--- config.mk ---
export PLATFORM = sky130hd
export DESIGN_NAME = calc_engine
export DESIGN_NICKNAME = d
export VERILOG_FILES = /design/src/rtl/calc_engine_pkg.sv /design/src/rtl/calc_engine_stack.sv /design/src/rtl/calc_engine.sv
export SDC_FILE = /design/constraint.sdc
export NUM_CORES = 1
export LEC_CHECK = 0
export BUFFER_PORTS_ARGS = -buffer_cell sky130_fd_sc_hd__buf_2
export CAP_MARGIN = 20
export CORE_MARGIN = 3
export CORE_UTILIZATION = 45
export CTS_BUF_LIST = sky130_fd_sc_hd__clkbuf_8
export CTS_CLUSTER_DIAMETER = 80
export DETAILED_ROUTE_END_ITERATION = 10
export GPL_TIMING_DRIVEN = 0
export MAX_ROUTING_LAYER = met4
export PLACE_DENSITY = 0.67
export SYNTH_ARGS = -nofsm -noshare
export SYNTH_HDL_FRONTEND = slang
export SYNTH_HIERARCHICAL = 1
export SYNTH_SLANG_ARGS = --single-unit
--- constraint.sdc ---
create_clock -name i_clk -period 26.1 [get_ports i_clk]
set_input_delay 1.305 -clock i_clk [delete_from_list [all_inputs] [get_ports i_clk]]
set_output_delay 1.305 -clock i_clk [all_outputs]
set_load 0.05 [all_outputs]
--- src/rtl/calc_engine_pkg.sv ---
// Shared command/ALU/state encodings and small decode helpers for the infix calculator.
package calc_engine_pkg;
  localparam int IC_N = 5;
  localparam int AC_N = 2;

  localparam logic [IC_N-1:0] IC_NONE  = 5'd0;
  localparam logic [IC_N-1:0] IC_D0    = 5'd1;   // D0..DF occupy 1..16
  localparam logic [IC_N-1:0] IC_DF    = 5'd16;
  localparam logic [IC_N-1:0] IC_ADD   = 5'd17;
  localparam logic [IC_N-1:0] IC_SUB   = 5'd18;
  localparam logic [IC_N-1:0] IC_MUL   = 5'd19;
  localparam logic [IC_N-1:0] IC_DIV   = 5'd20;
  localparam logic [IC_N-1:0] IC_LP    = 5'd21;
  localparam logic [IC_N-1:0] IC_RP    = 5'd22;
  localparam logic [IC_N-1:0] IC_EQ    = 5'd23;
  localparam logic [IC_N-1:0] IC_BACK  = 5'd24;
  localparam logic [IC_N-1:0] IC_CLEAR = 5'd25;

  typedef enum logic [AC_N-1:0] {AC_ADD, AC_SUB, AC_MUL, AC_DIV} ac_op_t;
  typedef enum logic [1:0] {CE_IDLE, CE_REDUCE, CE_PUSHOP, CE_ERROR} ce_state_t;

  function automatic logic ic_is_digit(input logic [IC_N-1:0] c);
    return (c >= IC_D0) && (c <= IC_DF);
  endfunction

  function automatic logic ic_is_op(input logic [IC_N-1:0] c);
    return (c >= IC_ADD) && (c <= IC_DIV);
  endfunction

  function automatic logic [1:0] ic_prec(input logic [IC_N-1:0] c);
    if (c == IC_MUL || c == IC_DIV) return 2'd2;
    if (c == IC_ADD || c == IC_SUB) return 2'd1;
    return 2'd0;
  endfunction

  function automatic ac_op_t ic_to_ac(input logic [IC_N-1:0] c);
    case (c)
      IC_SUB:  return AC_SUB;
      IC_MUL:  return AC_MUL;
      IC_DIV:  return AC_DIV;
      default: return AC_ADD;
    endcase
  endfunction
endpackage

--- src/rtl/calc_engine_stack.sv ---
// LIFO with combinational top/second views; pop2push replaces the top two entries with one.
module calc_stack #(
  parameter int W     = 8,
  parameter int DEPTH = 8,
  localparam int CW   = $clog2(DEPTH + 1)
) (
  input  logic          i_clk,
  input  logic          i_rst,
  input  logic          i_push,
  input  logic          i_pop,
  input  logic          i_pop2push,
  input  logic          i_clear,
  input  logic [W-1:0]  i_data,
  output logic [W-1:0]  o_top,
  output logic [W-1:0]  o_second,
  output logic          o_full,
  output logic          o_empty,
  output logic [CW-1:0] o_count
);
  localparam int IW = $clog2(DEPTH);

  logic [W-1:0]  r_mem [DEPTH];
  logic [CW-1:0] r_count;
  logic [CW-1:0] w_cm1;
  logic [CW-1:0] w_cm2;

  assign w_cm1    = r_count - CW'(1);
  assign w_cm2    = r_count - CW'(2);
  assign o_full   = (r_count == CW'(DEPTH));
  assign o_empty  = (r_count == '0);
  assign o_count  = r_count;
  assign o_top    = o_empty ? '0 : r_mem[IW'(w_cm1)];
  assign o_second = (r_count < CW'(2)) ? '0 : r_mem[IW'(w_cm2)];

  always_ff @(posedge i_clk) begin
    if (i_rst) begin
      r_count <= '0;
    end else if (i_clear) begin
      r_count <= '0;
    end else if (i_pop2push && (r_count >= CW'(2))) begin
      r_mem[IW'(w_cm2)] <= i_data;
      r_count           <= w_cm1;
    end else if (i_push && !o_full) begin
      r_mem[IW'(r_count)] <= i_data;
      r_count             <= r_count + CW'(1);
    end else if (i_pop && !o_empty) begin
      r_count <= w_cm1;
    end
  end
endmodule

--- src/rtl/calc_engine.sv ---
// Shunting-yard infix evaluator: keypad commands in, one reduction per cycle through an external ALU.
module calc_engine
  import calc_engine_pkg::*;
#(
  parameter int DW    = 32,
  parameter int DEPTH = 8,
  parameter int RADIX = 10
) (
  input  logic            i_clk,
  input  logic            i_rst,
  input  logic            i_in_valid,
  output logic            o_in_ready,
  input  logic [IC_N-1:0] i_in_cmd,
  output logic            o_out_valid,
  output logic [DW-1:0]   o_out_data,
  output logic            o_out_err,
  output logic [DW-1:0]   o_out_num,
  output logic [DW-1:0]   o_al_a,
  output logic [DW-1:0]   o_al_b,
  output logic [AC_N-1:0] o_al_cmd,
  input  logic [DW-1:0]   i_al_c,
  input  logic            i_al_err
);
  localparam int CW  = $clog2(DEPTH + 1);
  localparam int DGW = $clog2(DW + 1);

  ce_state_t       r_state, w_state_next;
  logic [DW-1:0]   r_num, r_out_data;
  logic [DGW-1:0]  r_digits;
  logic            r_entering, r_out_valid;
  logic [IC_N-1:0] r_pend;

  logic w_d_push, w_d_pop2push, w_clear, w_o_push, w_o_pop;
  logic [DW-1:0]   w_d_din, w_d_top, w_d_second;
  logic [IC_N-1:0] w_o_din, w_o_top, w_o_second;
  logic w_d_full, w_d_empty, w_o_full, w_o_empty;
  logic [CW-1:0]   w_d_count, w_o_count;
  logic            w_unused_op;

  calc_stack #(.W(DW), .DEPTH(DEPTH)) u_data (
    .i_clk(i_clk), .i_rst(i_rst), .i_push(w_d_push), .i_pop(1'b0),
    .i_pop2push(w_d_pop2push), .i_clear(w_clear), .i_data(w_d_din),
    .o_top(w_d_top), .o_second(w_d_second), .o_full(w_d_full),
    .o_empty(w_d_empty), .o_count(w_d_count)
  );

  calc_stack #(.W(IC_N), .DEPTH(DEPTH)) u_op (
    .i_clk(i_clk), .i_rst(i_rst), .i_push(w_o_push), .i_pop(w_o_pop),
    .i_pop2push(1'b0), .i_clear(w_clear), .i_data(w_o_din),
    .o_top(w_o_top), .o_second(w_o_second), .o_full(w_o_full),
    .o_empty(w_o_empty), .o_count(w_o_count)
  );
  assign w_unused_op = ^{w_o_second, w_o_count};

  logic            w_accept, w_is_num_end, w_need_push, w_digit_ok, w_overflow;
  logic            w_can_reduce, w_red_bad, w_rp_ok, w_eq_ok;
  logic [3:0]      w_digit_val;
  logic [DW-1:0]   w_num_base;
  logic [DW+4:0]   w_num_ext;

  assign w_accept     = i_in_valid && o_in_ready;
  assign w_is_num_end = ic_is_op(i_in_cmd) || (i_in_cmd == IC_RP) || (i_in_cmd == IC_EQ);
  // An operator right after '=' (or clear) continues from the displayed number.
  assign w_need_push  = r_entering || (ic_is_op(i_in_cmd) && w_d_empty && w_o_empty);
  assign w_digit_val  = 4'(i_in_cmd - IC_D0);
  assign w_digit_ok   = ic_is_digit(i_in_cmd) && (int'(w_digit_val) < RADIX);
  assign w_num_base   = r_entering ? r_num : '0;
  assign w_num_ext    = (DW+5)'(w_num_base) * (DW+5)'(RADIX) + (DW+5)'(w_digit_val);
  // Entered literals are non-negative, so anything beyond the signed maximum overflows.
  assign w_overflow   = |w_num_ext[DW+4:DW-1];

  assign w_can_reduce = !w_o_empty && (w_o_top != IC_LP) &&
                        ((r_pend == IC_RP) || (r_pend == IC_EQ) || (ic_prec(w_o_top) >= ic_prec(r_pend)));
  assign w_red_bad    = (w_d_count < CW'(2)) || i_al_err;
  assign w_rp_ok      = !w_o_empty && (w_o_top == IC_LP);
  assign w_eq_ok      = w_o_empty && (w_d_count == CW'(1));

  assign o_al_a      = w_d_second;
  assign o_al_b      = w_d_top;
  assign o_al_cmd    = ic_to_ac(w_o_top);
  assign o_out_err   = (r_state == CE_ERROR);
  assign o_out_valid = r_out_valid;
  assign o_out_data  = r_out_data;
  assign o_out_num   = r_num;

  always_ff @(posedge i_clk) begin
    if (i_rst) r_state <= CE_IDLE;
    else       r_state <= w_state_next;
  end

  always_comb begin
    w_state_next = r_state;
    case (r_state)
      CE_IDLE: if (w_accept) begin
        if (w_digit_ok && w_overflow)                    w_state_next = CE_ERROR;
        else if (i_in_cmd == IC_LP && w_o_full)          w_state_next = CE_ERROR;
        else if (w_is_num_end && w_need_push && w_d_full) w_state_next = CE_ERROR;
        else if (w_is_num_end)                           w_state_next = CE_REDUCE;
      end
      CE_REDUCE: begin
        if (!w_can_reduce)  w_state_next = CE_PUSHOP;
        else if (w_red_bad) w_state_next = CE_ERROR;
      end
      CE_PUSHOP: begin
        w_state_next = CE_IDLE;
        if (ic_is_op(r_pend) && w_o_full)         w_state_next = CE_ERROR;
        if ((r_pend == IC_RP) && !w_rp_ok)        w_state_next = CE_ERROR;
        if ((r_pend == IC_EQ) && !w_eq_ok)        w_state_next = CE_ERROR;
      end
      CE_ERROR: if (w_accept && i_in_cmd == IC_CLEAR) w_state_next = CE_IDLE;
      default:  w_state_next = CE_IDLE;
    endcase
  end

  always_comb begin
    o_in_ready   = 1'b0;
    w_d_push     = 1'b0;
    w_d_pop2push = 1'b0;
    w_clear      = 1'b0;
    w_o_push     = 1'b0;
    w_o_pop      = 1'b0;
    w_d_din      = r_num;
    w_o_din      = r_pend;
    case (r_state)
      CE_IDLE: begin
        o_in_ready = 1'b1;
        if (w_accept) begin
          if (i_in_cmd == IC_CLEAR) w_clear = 1'b1;
          if (i_in_cmd == IC_LP) begin
            w_o_push = !w_o_full;
            w_o_din  = IC_LP;
          end
          if (w_is_num_end) w_d_push = w_need_push && !w_d_full;
        end
      end
      CE_REDUCE: if (w_can_reduce && !w_red_bad) begin
        w_d_pop2push = 1'b1;
        w_d_din      = i_al_c;
        w_o_pop      = 1'b1;
      end
      CE_PUSHOP: begin
        if (ic_is_op(r_pend)) w_o_push = !w_o_full;
        if (r_pend == IC_RP)  w_o_pop  = w_rp_ok;
        if (r_pend == IC_EQ)  w_clear  = w_eq_ok;
      end
      CE_ERROR: begin
        o_in_ready = 1'b1;
        w_clear    = w_accept && (i_in_cmd == IC_CLEAR);
      end
      default: ;
    endcase
  end

  always_ff @(posedge i_clk) begin
    if (i_rst) begin
      r_num       <= '0;
      r_digits    <= '0;
      r_entering  <= 1'b0;
      r_pend      <= IC_NONE;
      r_out_data  <= '0;
      r_out_valid <= 1'b0;
    end else begin
      r_out_valid <= 1'b0;
      if (w_accept && i_in_cmd == IC_CLEAR) begin
        r_num      <= '0;
        r_digits   <= '0;
        r_entering <= 1'b0;
        r_out_data <= '0;
      end else if (r_state == CE_IDLE && w_accept) begin
        if (w_digit_ok && !w_overflow) begin
          r_num      <= DW'(w_num_ext);
          r_digits   <= !r_entering ? DGW'(1) : ((&r_digits) ? r_digits : r_digits + DGW'(1));
          r_entering <= 1'b1;
        end else if (i_in_cmd == IC_BACK && r_entering) begin
          r_num    <= r_num / DW'(RADIX);
          r_digits <= r_digits - DGW'(1);
          if (r_digits == DGW'(1)) r_entering <= 1'b0;
        end else if (w_is_num_end) begin
          r_pend     <= i_in_cmd;
          r_entering <= 1'b0;
          r_digits   <= '0;
          if (r_entering) r_num <= '0;
        end
      end else if (r_state == CE_PUSHOP && r_pend == IC_EQ && w_eq_ok) begin
        r_out_data  <= w_d_top;
        r_out_valid <= 1'b1;
        r_num       <= w_d_top;
        r_entering  <= 1'b0;
      end
    end
  end
endmodule

==> summary.txt <==
Critical path
  – FF-to-FF setup slack: 14810 ps
  – Reg-to-reg endpoint: o_out_num[1]
  – Critical Path End Type: register
  – Max Fanout on Critical Path: 10
  – Worst r2r src: o_out_num[29]
  – Worst Reg-to-Reg Cells: 37
  – Startpoint Class: register
  – Cell mode on critical path: a21oi_1
  – Worst-path cell with the longest stage delay: nor3_1
  – Arrival time worst endpoint: 11840 ps
  – CP Class: register to register
  – WP data required: 26650 ps
  – Delay of the slowest critical-path stage: 840 ps

Timing
  – Number of endpoints failing setup at the final stage: 0
  – Clock skew: 29.09 ps
  – Unrepaired setup endpoints after global routing: false
  – Max Transition Viols Final: 0
  – Tightest Pin Transition: 1152 ps
  – Fmax: 0.08859 GHz
  – TNS Setup: 0 ps
  – Period utilization: 0.4325
  – Hold Fails Final Rpt: 0
  – WHS: 457.0 ps
  – Crit path time final: 11290 ps
  – Slew HR: 0.2238

Placed design
  – Gpl congestion: 0.9421
  – Detail Placement HPWL: 69000 um
  – Placed inst area: 28920 um2
  – Port Buffer Count: 173

Logic synthesis
  – Synth Cell Area: 26760 um2
  – Ys Warns: 6
  – Synthesized netlist cell count: 2590
  – Syn_area_per_cell: 10.33 um2

Hold path
  – WHS Endpoint: o_out_data[10]
  – Hold_sp: o_out_data[10]
  – Hold Path Class: register to register
  – Hold-critical path depth: 2

Clock tree
  – Clock slew at reported path FFs: 60 ps
  – Hold buffer count at CTS: 0
  – Clk sinks: 383
  – Root Buffer: clkbuf_8
  – Max Root-Sink Buffers: 3
  – Setup bufs post-CTS: 0
  – CTS resizes: 0
  – CTS tree: built
  – Clock latency at the later pin of the worst-skew pair: 650 ps
  – Max H-tree Level: 3
  – Number of buffers created by CTS: 66

Route
  – Final WL: 92670 um
  – DRC Markers: 0
  – DR vias/cell: 6.455
  – Starting DRT DRC Count: 2782
  – Antenna Violating Nets Remaining: 0
  – Average routed wire per standard cell: 25.16 um
  – Vias: 23780
  – 1st-pass router iterations: 6

Layout
  – Finished Cell Area: 30240 um2
  – Area grow syn2layout: 12.98%
  – Share of cells above drive strength 1: 0.2189
  – # nets final: 2996
  – FILL cells: 5212

Floorplan
  – Die Span X: 249.9 um
  – Die height: 249.9 um
  – Num rows: 88
  – Boundary Pins: 174
  – Starting Density: 0.4594
  – Placeable Area: 58250 um2
  – DIE AREA: 62430 um2

Global routing
  – Vias in the first global route: 23180
  – Initial antenna violation count: 3
  – Largest net degree at the start of global routing: 25
  – GRT Resource Usage Total: 0.2973
  – GRT Residual Overflow: 0
  – First-pass GRT wire length: 139900 um

Run
  – Max-cap violations: 0

Outcome
  – Status: finished clean
==> cell type report <==
cell class                      instances  area (um2)  area share
Buffer                                198        1129     0.03733
Timing Repair Buffer                  204        1180     0.03902
Inverter                               75       289.0    0.009559
Sequential cell                       383       10630      0.3516
Clock inverter                         51       334.1     0.01105
Clock buffer                           68       935.9     0.03095
Antenna cell                            3       7.507   0.0002483
Multi-Input combinational cell       1936       14770      0.4886
Tap cell                              765       957.2     0.03166
==> cells in the final DEF (no fill, tap or decap), types with 31 or more instances in the layout <==
cell	instances
clkbuf_1	78
ha_1	89
mux2i_1	56
o21ai_0	107
xor2_1	31
o211ai_1	41
mux4_2	138
clkbuf_8	68
nor3_1	60
nor2_1	185
edfxtp_1	296
a21oi_1	177
nand3_1	71
inv_1	91
nand2_1	348
dfxtp_1	87
buf_6	33
xnor2_1	48
and2_1	47
buf_4	36
buf_2	234
==> flip-flops by register name, summed over array words and instances (netlist names) <==
| name | flops |
|---|---|
| u_data/r_mem | 256 |
| u_op/r_mem | 40 |
| o_out_data | 32 |
| o_out_num | 32 |
| r_digits | 6 |
| r_pend | 5 |
| u_data/o_count | 4 |
| u_op/o_count | 4 |
| r_state | 2 |
| o_out_valid | 1 |
| r_entering | 1 |
==> routing by layer <==
metal	part of all wire	global-route usage	vias up
li1	-	-	10480
met4	0.041	0.1225	0
met3	0.11	0.07045	251
met1	0.39	0.3808	11680
met2	0.46	0.4547	1367
met5	0	-	-
==> critical path, delay by kind of cell, from the launching register on <==
kind / cells / cell delay [ps]
multiplexers: 2 / 350
AO/OA/AOI/OAI: 23 / 7020
flip-flops: 1 / 390
XOR/XNOR: 1 / 130
buffers and inverters: 3 / 670
AND/OR/NAND/NOR: 8 / 2610
==> metrics by stage <==
step / util / setup WS (ps) / cells
6_report: 0.5191 / 14810 / 3683
3_5_place_dp: 0.4964 / 15120 / 3555
4_1_cts: 0.5182 / 15060 / 3674
3_3_place_gp: 0.4909 / 13010 / 3530
2_1_floorplan: - / 16530 / 2592
5_1_grt: 0.5191 / 14030 / 3683
==> how the worst max path moves through the flow <==
| stage | startpoint | end | cells past startpoint |
|---|---|---|---|
| 2_1_floorplan | o_out_num[29] | o_out_num[0] | 38 |
| 6_report | o_out_num[29] | o_out_num[1] | 37 |
| 5_1_grt | o_out_num[29] | o_out_num[1] | 36 |
| 3_3_place_gp | u_op/o_count[0] | u_data/r_mem[4][12] | 23 |
| 4_1_cts | o_out_num[26] | o_out_num[0] | 38 |
| 3_5_place_dp | o_out_num[29] | o_out_num[0] | 37 |
Power is left out: the tool's default activity adds up to more than one toggle a clock period on the data nets, which glitch-free logic cannot reach.
